$ cat config.mk
export PLATFORM = sky130hd
export DESIGN_NAME = watch_sequencer
export DESIGN_NICKNAME = d
export VERILOG_FILES = /design/src/rtl/watch_sequencer.sv
export SDC_FILE = /design/constraint.sdc
export NUM_CORES = 1
export LEC_CHECK = 0
export ABC_CLOCK_PERIOD_IN_PS = 5900
export BUFFER_PORTS_ARGS = -buffer_cell sky130_fd_sc_hd__buf_2
export CORE_UTILIZATION = 50
export CTS_BUF_LIST = sky130_fd_sc_hd__clkbuf_8
export DETAILED_ROUTE_END_ITERATION = 10
export GPL_TIMING_DRIVEN = 0
export PLACE_DENSITY = 0.72
export REMOVE_ABC_BUFFERS = 1
export SYNTH_ARGS = -nofsm -noshare
export SYNTH_HDL_FRONTEND = slang
export SYNTH_SLANG_ARGS = --single-unit
export TNS_END_PERCENT = 10
$ cat constraint.sdc
create_clock -name clk -period 5.9 [get_ports clk]
set_input_delay 1.475 -clock clk [delete_from_list [all_inputs] [get_ports clk]]
set_output_delay 1.475 -clock clk [all_outputs]
set_load 0.01 [all_outputs]
$ cat src/rtl/watch_sequencer.sv
// Checkpoint watcher: walks NSTAGES programmable match conditions on the core's
// pc/addr/rdId/leds in order, ending in done or in timeout if progress stalls.
module watch_sequencer #(
  parameter int XLEN      = 32,
  parameter int NSTAGES   = 4,
  parameter int LED_W     = 5,
  parameter int TMO_W     = 16,
  parameter int TMO_LIMIT = 1000,
  localparam int SW  = (NSTAGES > 1) ? $clog2(NSTAGES) : 1,
  localparam int STW = $clog2(NSTAGES + 1)
) (
  input  logic            clk,
  input  logic            reset,
  input  logic [XLEN-1:0] pc_i,
  input  logic [XLEN-1:0] addr_i,
  input  logic [4:0]      rd_id_i,
  input  logic [LED_W-1:0] leds_i,
  input  logic            arm_i,
  input  logic            cfg_we_i,
  input  logic [SW-1:0]   cfg_stage_i,
  input  logic [1:0]      cfg_sel_i,
  input  logic [XLEN-1:0] cfg_wdata_i,
  output logic [STW-1:0]  stage_o,
  output logic            hit_o,
  output logic            done_o,
  output logic            timeout_o,
  output logic            cfg_err_o,
  output logic            busy_o,
  output logic [1:0]      state_o
);

  if (NSTAGES < 1 || XLEN < 5 + LED_W || TMO_LIMIT < 1 ||
      64'(TMO_LIMIT) > ((64'd1 << TMO_W) - 64'd1)) begin : g_param_check
    $error("watch_sequencer: illegal parameters (TMO_LIMIT must fit in TMO_W)");
  end

  typedef enum logic [1:0] {
    S_IDLE    = 2'd0,
    S_ARMED   = 2'd1,
    S_DONE    = 2'd2,
    S_TIMEOUT = 2'd3
  } state_e;

  localparam logic [TMO_W-1:0] TMO_LAST   = TMO_W'(TMO_LIMIT - 1);
  localparam logic [STW-1:0]   LAST_STAGE = STW'(NSTAGES - 1);
  localparam logic [STW-1:0]   END_STAGE  = STW'(NSTAGES);

  state_e           state_q, state_d;
  logic [STW-1:0]   stage_q, stage_d;
  logic [TMO_W-1:0] cnt_q, cnt_d;
  logic             hit_q, hit_d;
  logic             done_q, done_d;
  logic             tmo_q, tmo_d;
  logic             cfg_err_q;

  logic [XLEN-1:0]  pc_q, addr_q;
  logic [4:0]       rd_q;
  logic [LED_W-1:0] led_q;

  logic [XLEN-1:0]  pc_ref_q   [NSTAGES];
  logic [XLEN-1:0]  addr_ref_q [NSTAGES];
  logic [4:0]       rd_ref_q   [NSTAGES];
  logic [LED_W-1:0] led_ref_q  [NSTAGES];
  logic [3:0]       mask_q     [NSTAGES];

  logic [SW-1:0]    cur;
  logic [3:0]       cur_mask;
  logic             stage_match;
  logic             cfg_reject;

  // Config port is a single-cycle strobe with no back-pressure: a write is either
  // committed on this edge or dropped and reported by a one-cycle cfg_err pulse.
  assign cfg_reject = (state_q == S_ARMED) || (int'(cfg_stage_i) >= NSTAGES);

  // Core signals are compared one cycle late so no input reaches hit/done/stage.
  assign cur = stage_q[SW-1:0];
  always_comb begin
    cur_mask    = mask_q[cur];
    stage_match = (!cur_mask[0] || (pc_q   == pc_ref_q[cur]))   &&
                  (!cur_mask[1] || (addr_q == addr_ref_q[cur])) &&
                  (!cur_mask[2] || (rd_q   == rd_ref_q[cur]))   &&
                  (!cur_mask[3] || (led_q  == led_ref_q[cur]));
  end

  always_comb begin
    state_d = state_q;
    stage_d = stage_q;
    cnt_d   = cnt_q;
    hit_d   = 1'b0;
    done_d  = done_q;
    tmo_d   = tmo_q;
    if (arm_i) begin
      // Arm always restarts, and suppresses any match in the same cycle.
      state_d = S_ARMED;
      stage_d = '0;
      cnt_d   = '0;
      done_d  = 1'b0;
      tmo_d   = 1'b0;
    end else if (state_q == S_ARMED) begin
      if (stage_match) begin
        hit_d = 1'b1;
        cnt_d = '0;
        if (stage_q == LAST_STAGE) begin
          state_d = S_DONE;
          stage_d = END_STAGE;
          done_d  = 1'b1;
        end else begin
          stage_d = stage_q + STW'(1);
        end
      end else if (cnt_q >= TMO_LAST) begin
        state_d = S_TIMEOUT;
        tmo_d   = 1'b1;
      end else if (cnt_q != '1) begin
        cnt_d = cnt_q + TMO_W'(1);
      end
    end
  end

  always_ff @(posedge clk) begin
    if (!reset) begin
      state_q   <= S_IDLE;
      stage_q   <= '0;
      cnt_q     <= '0;
      hit_q     <= 1'b0;
      done_q    <= 1'b0;
      tmo_q     <= 1'b0;
      cfg_err_q <= 1'b0;
      pc_q      <= '0;
      addr_q    <= '0;
      rd_q      <= '0;
      led_q     <= '0;
    end else begin
      state_q   <= state_d;
      stage_q   <= stage_d;
      cnt_q     <= cnt_d;
      hit_q     <= hit_d;
      done_q    <= done_d;
      tmo_q     <= tmo_d;
      cfg_err_q <= cfg_we_i && cfg_reject;
      pc_q      <= pc_i;
      addr_q    <= addr_i;
      rd_q      <= rd_id_i;
      led_q     <= leds_i;
    end
  end

  always_ff @(posedge clk) begin
    if (!reset) begin
      for (int i = 0; i < NSTAGES; i++) begin
        pc_ref_q[i]   <= '0;
        addr_ref_q[i] <= '0;
        rd_ref_q[i]   <= '0;
        led_ref_q[i]  <= '0;
        mask_q[i]     <= '0;
      end
    end else if (cfg_we_i && !cfg_reject) begin
      case (cfg_sel_i)
        2'd0: pc_ref_q[cfg_stage_i]   <= cfg_wdata_i;
        2'd1: addr_ref_q[cfg_stage_i] <= cfg_wdata_i;
        2'd2: begin
          rd_ref_q[cfg_stage_i]  <= cfg_wdata_i[4:0];
          led_ref_q[cfg_stage_i] <= cfg_wdata_i[5 +: LED_W];
        end
        default: mask_q[cfg_stage_i] <= cfg_wdata_i[3:0];
      endcase
    end
  end

  assign stage_o   = stage_q;
  assign hit_o     = hit_q;
  assign done_o    = done_q;
  assign timeout_o = tmo_q;
  assign cfg_err_o = cfg_err_q;
  assign busy_o    = (state_q == S_ARMED);
  assign state_o   = state_q;

endmodule
After elaboration in Yosys (flattened, before gate mapping)
Memory sizes are Yosys's and may differ from the RTL's. A register that Yosys moved wholly into a read port is not among the register bits.
Cells that the tools add are included.
{ "word_totals": {"mem_count": 5, "word_cells": 120, "ramBits": 312, "register_bits": 99} }
{ "memory_table": {"columns": ["memory", "depth", "word_bits", "rd", "rd_ports_with_merged_regs", "write_ports", "line_no", "source"], "rows": [
  ["addr_ref_q", 4, 32, 1, 1, 4, "61", "logic [XLEN-1:0] addr_ref_q [NSTAGES];"],
  ["pc_ref_q", 4, 32, 1, 1, 4, "60", "logic [XLEN-1:0] pc_ref_q [NSTAGES];"],
  ["led_ref_q", 4, 5, 1, 1, 4, "63", "logic [LED_W-1:0] led_ref_q [NSTAGES];"],
  ["rd_ref_q", 4, 5, 1, 1, 4, "62", "logic [4:0] rd_ref_q [NSTAGES];"],
  ["mask_q", 4, 4, 1, 1, 4, "64", "logic [3:0] mask_q [NSTAGES];"]
]} }
{ "classes": {"n_lt_le_gt_ge": 1, "bitwise_logic": 3, "addsub": 2, "n_eq_ne": 12, "reduce_logical": 33, "mux": 52} }
{ "op_table": {"columns": ["cell", "n"], "rows": [
  ["$eq A32 B32 Y1", 2],
  ["$mux W32", 2],
  ["$reduce_or A32 Y1", 2],
  ["$mux W16", 3],
  ["$mux W2", 18],
  ["$mux W1", 25],
  ["$add A16 B1 Y16 const B", 1],
  ["$ge A16 B10 Y1 const B", 1],
  ["$ne A16 B16 Y1 const B", 1],
  ["$reduce_and A3 Y1", 5],
  ["$eq A5 B5 Y1", 2],
  ["$mux W5", 2],
  ["$reduce_or A5 Y1", 2],
  ["$reduce_bool A2 Y1", 3],
  ["$reduce_or A3 Y1", 2],
  ["$logic_and A1 B1 Y1", 5],
  ["$logic_not A1 Y1", 5],
  ["$eq A2 B1 Y1 const B", 2],
  ["$logic_or A1 B1 Y1", 4],
  ["$mux W4", 1],
  ["$reduce_or A4 Y1", 1],
  ["$add A3 B1 Y3 const B", 1],
  ["$eq A3 B2 Y1 const B", 1],
  ["$mux W3", 1],
  ["9 further kinds", 11]
]} }

Depth between registers and ports, before layout
{ "logic_depth": {"ltp_word": 8, "ltp_mapped": 12, "ltp_nobuf": 8} }

Worst setup path after synthesis
OpenSTA, ideal clock, no wires.
{ "synth_timing": {"path_type": "input-to-reg", "startpoint": "in cfg_we_i", "endpoint": "mem pc_ref_q[1][0] (enable)", "setup_slack_ns": 1.227, "arrival_time_ns": 4.207, "cell_stages": 3, "required_ns": 5.434, "cell_sequence": "nand2_1 or3_1 o21ai_0"} }
{ "synth_lines": {"columns": ["element", "line_no", "source"], "rows": [
  ["from (decl)", "19", "input logic cfg_we_i,"],
  ["to (decl)", "60", null]
]} }

==> impl_metrics.ini <==
[timing]
period_needed_ns = 4.74
worstMarginPinSlew_ns = 1.07
max_freq_mhz = 211
hold_ws_ns = 0.472
drv_slew = 0
setup_violations = 0
period_share_pct = 80.3
finalHoldViolCount = 0
fin_skew_ns = 0.0447
relSlewSlack_pct = 28.5
rsz0062_at_grt = no

[cts]
path_clk_slew_ns = 0.06
cts_hold_buf = 0
insertion_delay_ns = 0.62
cts_setup_buffers = 0
ctsResizeCount = 0
cts_buffers = 69
root_buffer = clkbuf_8
htree_levels = 3
cts_tree = done
clock_sinks = 413
clock_path_buffers = 3

[power_and_ir_drop]
p_per_area_nw_per_um2 = 293
seq_power_share_pct = 54.6
vdd_drop_max_mv = 0.208
p_sw_share_pct = 23.7
p_int_mw = 4.57
p_leak_nw = 8.65
power_frac_comb_pct = 6.6
p_sw_mw = 1.42
clkPwrFrac_pct = 38.8
finalPower_mw = 5.99

[detailed_routing]
num_vias = 10800
first_iter_violations = 1016
post-route-drc-count = 0
wl_per_cell_microns = 21.8
viasPerCell = 5.79
drt-pass1-iter-count = 5
antenna_left = 0
wl_microns = 40800

[layout]
fill_cells = 2690
seq_area_sq_um = 11400
syn2layout_area_growth_pct = 14.9
multi_input_area_sq_um = 6060
final_cell_mix = edfxtp_1, and3_1, buf_2
nNetsFinal = 1475
final_common_cell = edfxtp_1
final_layout_size_suffix_gt1_share_pct = 22.3

[run]
drv_cap = 0

[setup_path]
critical-path-max-stage-delay_ns = 0.89
reg2reg_slack_ns = 1.16
arrival_ns = 5.24
cp-start-kind = flop
cp_slowest_cell = nor4_1
path_class = flop to flop
worstPathMaxFanout = 39
required_ns = 6.40
crit_chain = buf_16 -> mux4_1 -> xnor2_1 -> nand4_1 -> nor4_1 -> a221o_1 -> a31oi_1 -> or4_1 -> a21oi_1
end_kind = flop
r2r_cells = 9

[global_routing]
grt_pass1_wl_microns = 62600
grtUsageTotal_pct = 23.1
gr-total-overflow = 0
grt_pass1_vias = 11000
grt_max_degree = 89
antenna_found_initial = 4

[floorplan]
std_cell_rows = 68
initial_core_util_pct = 51.3
dieArea_sq_um = 36400
ios = 124
die_w_microns = 191
die_h_microns = 191
core_sq_um = 34800

[synthesis]
syn_area_per_cell_sq_um = 14.4
synth_top_area_share_pct = 52.5
synth_warnings = 0
yosysTopAreaCell = edfxtp_1
synthArstFlopShare_pct = 0
synth_area_leaders = edfxtp_1, dfxtp_1, and3_1
yosys_register_bits = 413
syn_inst = 1240
ys_types = 51
synth_ff_type = edfxtp_1
netlist_area_sq_um = 17800
synth_enable_flop_cells = 312
ys_seq_area_share_pct = 63.9

[placed_design]
port_buffers = 123
hpwlAfterDp_microns = 25000
finalWeightedCongestion = 0.777

[hold_path]
hold_path_class = flop to flop
hold_depth = 1

[status]
status = completed
-- Yosys cell counts, types with 4 or more instances --
library cell,n
a21oi_1,10
a31oi_1,4
a41oi_1,4
and2_1,111
and3_1,282
buf_2,10
buf_6,5
clkbuf_1,84
dfxtp_1,101
edfxtp_1,312
inv_1,6
mux2i_1,20
mux4_1,18
mux4_2,51
nand2_1,14
nand2b_1,4
nand3_1,6
nand4_1,12
nor2_1,23
nor3_1,4
nor4_1,13
o21ai_0,18
or3_1,5
xnor2_1,44
xor2_1,38
-- metrics by stage --
| stage | instance area (sq um) | cells | util (%) | setup TNS, ns | setup WS [ns] |
|---|---|---|---|---|---|
| global placement | 18500 | 1715 | 53.3 | -1339.13 | -4.59 |
| floorplan | 17400 | 1137 | - | 0 | 0.388 |
| finish | 20500 | 1870 | 58.9 | 0 | 1.16 |
| global route | 20500 | 1870 | 58.9 | 0 | 0.811 |
| detailed placement | 19200 | 1742 | 55.2 | 0 | 1.17 |
| CTS | 20500 | 1869 | 58.9 | 0 | 1.16 |
-- cell type report --
class / instances / area share [%]
Sequential cell: 413 / 55.6
Multi-Input combinational cell: 718 / 29.6
Timing Repair Buffer: 150 / 5.67
Clock buffer: 75 / 5.04
Tap cell: 455 / 2.78
Clock inverter: 52 / 1.19
Inverter: 6 / 0.110
Antenna cell: 1 / 0.0122
-- critical path: cells and delay by family (launching register included) --
| family | cells | cell delay, ns |
|---|---|---|
| multiplexers | 1 | 0.61 |
| buffers and inverters | 1 | 0.36 |
| AO/OA/AOI/OAI | 3 | 0.85 |
| flip-flops | 1 | 0.85 |
| XOR/XNOR | 1 | 0.23 |
| AND/OR/NAND/NOR | 3 | 1.66 |
-- routing by layer --
layer  vias to the layer above  global-route usage, %  part of all wire, %
met5                         -                      0                0.020
li1                       4937                      -                    -
met1                      5349                   30.5                   42
met3                        74                   5.09                  8.0
met4                         2                   8.25                  2.2
met2                       468                   37.6                   48
-- power by group through the flow --
| stage | logic, mW | registers [mW] | clock network, mW |
|---|---|---|---|
| floorplan | 0.185 | 3.33 | 0 |
| global placement | 0.343 | 3.35 | 0 |
| detailed placement | 0.396 | 3.34 | 0 |
| CTS | 0.397 | 3.28 | 2.37 |
| global route | 0.425 | 3.28 | 2.50 |
| finish | 0.396 | 3.27 | 2.32 |
-- registers in the layout (all words and copies together), names as in the netlist, named ones only --
name	flops
pc_ref_q	128
mask_q	16
cfg_err_o	1
state_o	2
pc_q	32
timeout_o	1
done_o	1
rd_ref_q	20
rd_q	5
hit_o	1
led_ref_q	20
cnt_q	16
addr_q	32
led_q	5
stage_o	3
addr_ref_q	128
-- worst paths after layout --
kind                   from         to
setup / recovery       flop   cnt_q[4]
hold / removal    timeout_o  timeout_o
setup reg to reg       flop   cnt_q[4]
hold reg to reg   timeout_o  timeout_o
-- cell families after synthesis --
logic type               synth area share [%]
buffers and inverters                    2.85
multiplexers                             10.3
AND/OR/NAND/NOR                          16.5
flip-flops                               63.9
XOR/XNOR                                 4.03
adder cells (fa/ha/maj)                 0.210
AO/OA/AOI/OAI                            2.23
(Power assumes the default switching activity.)
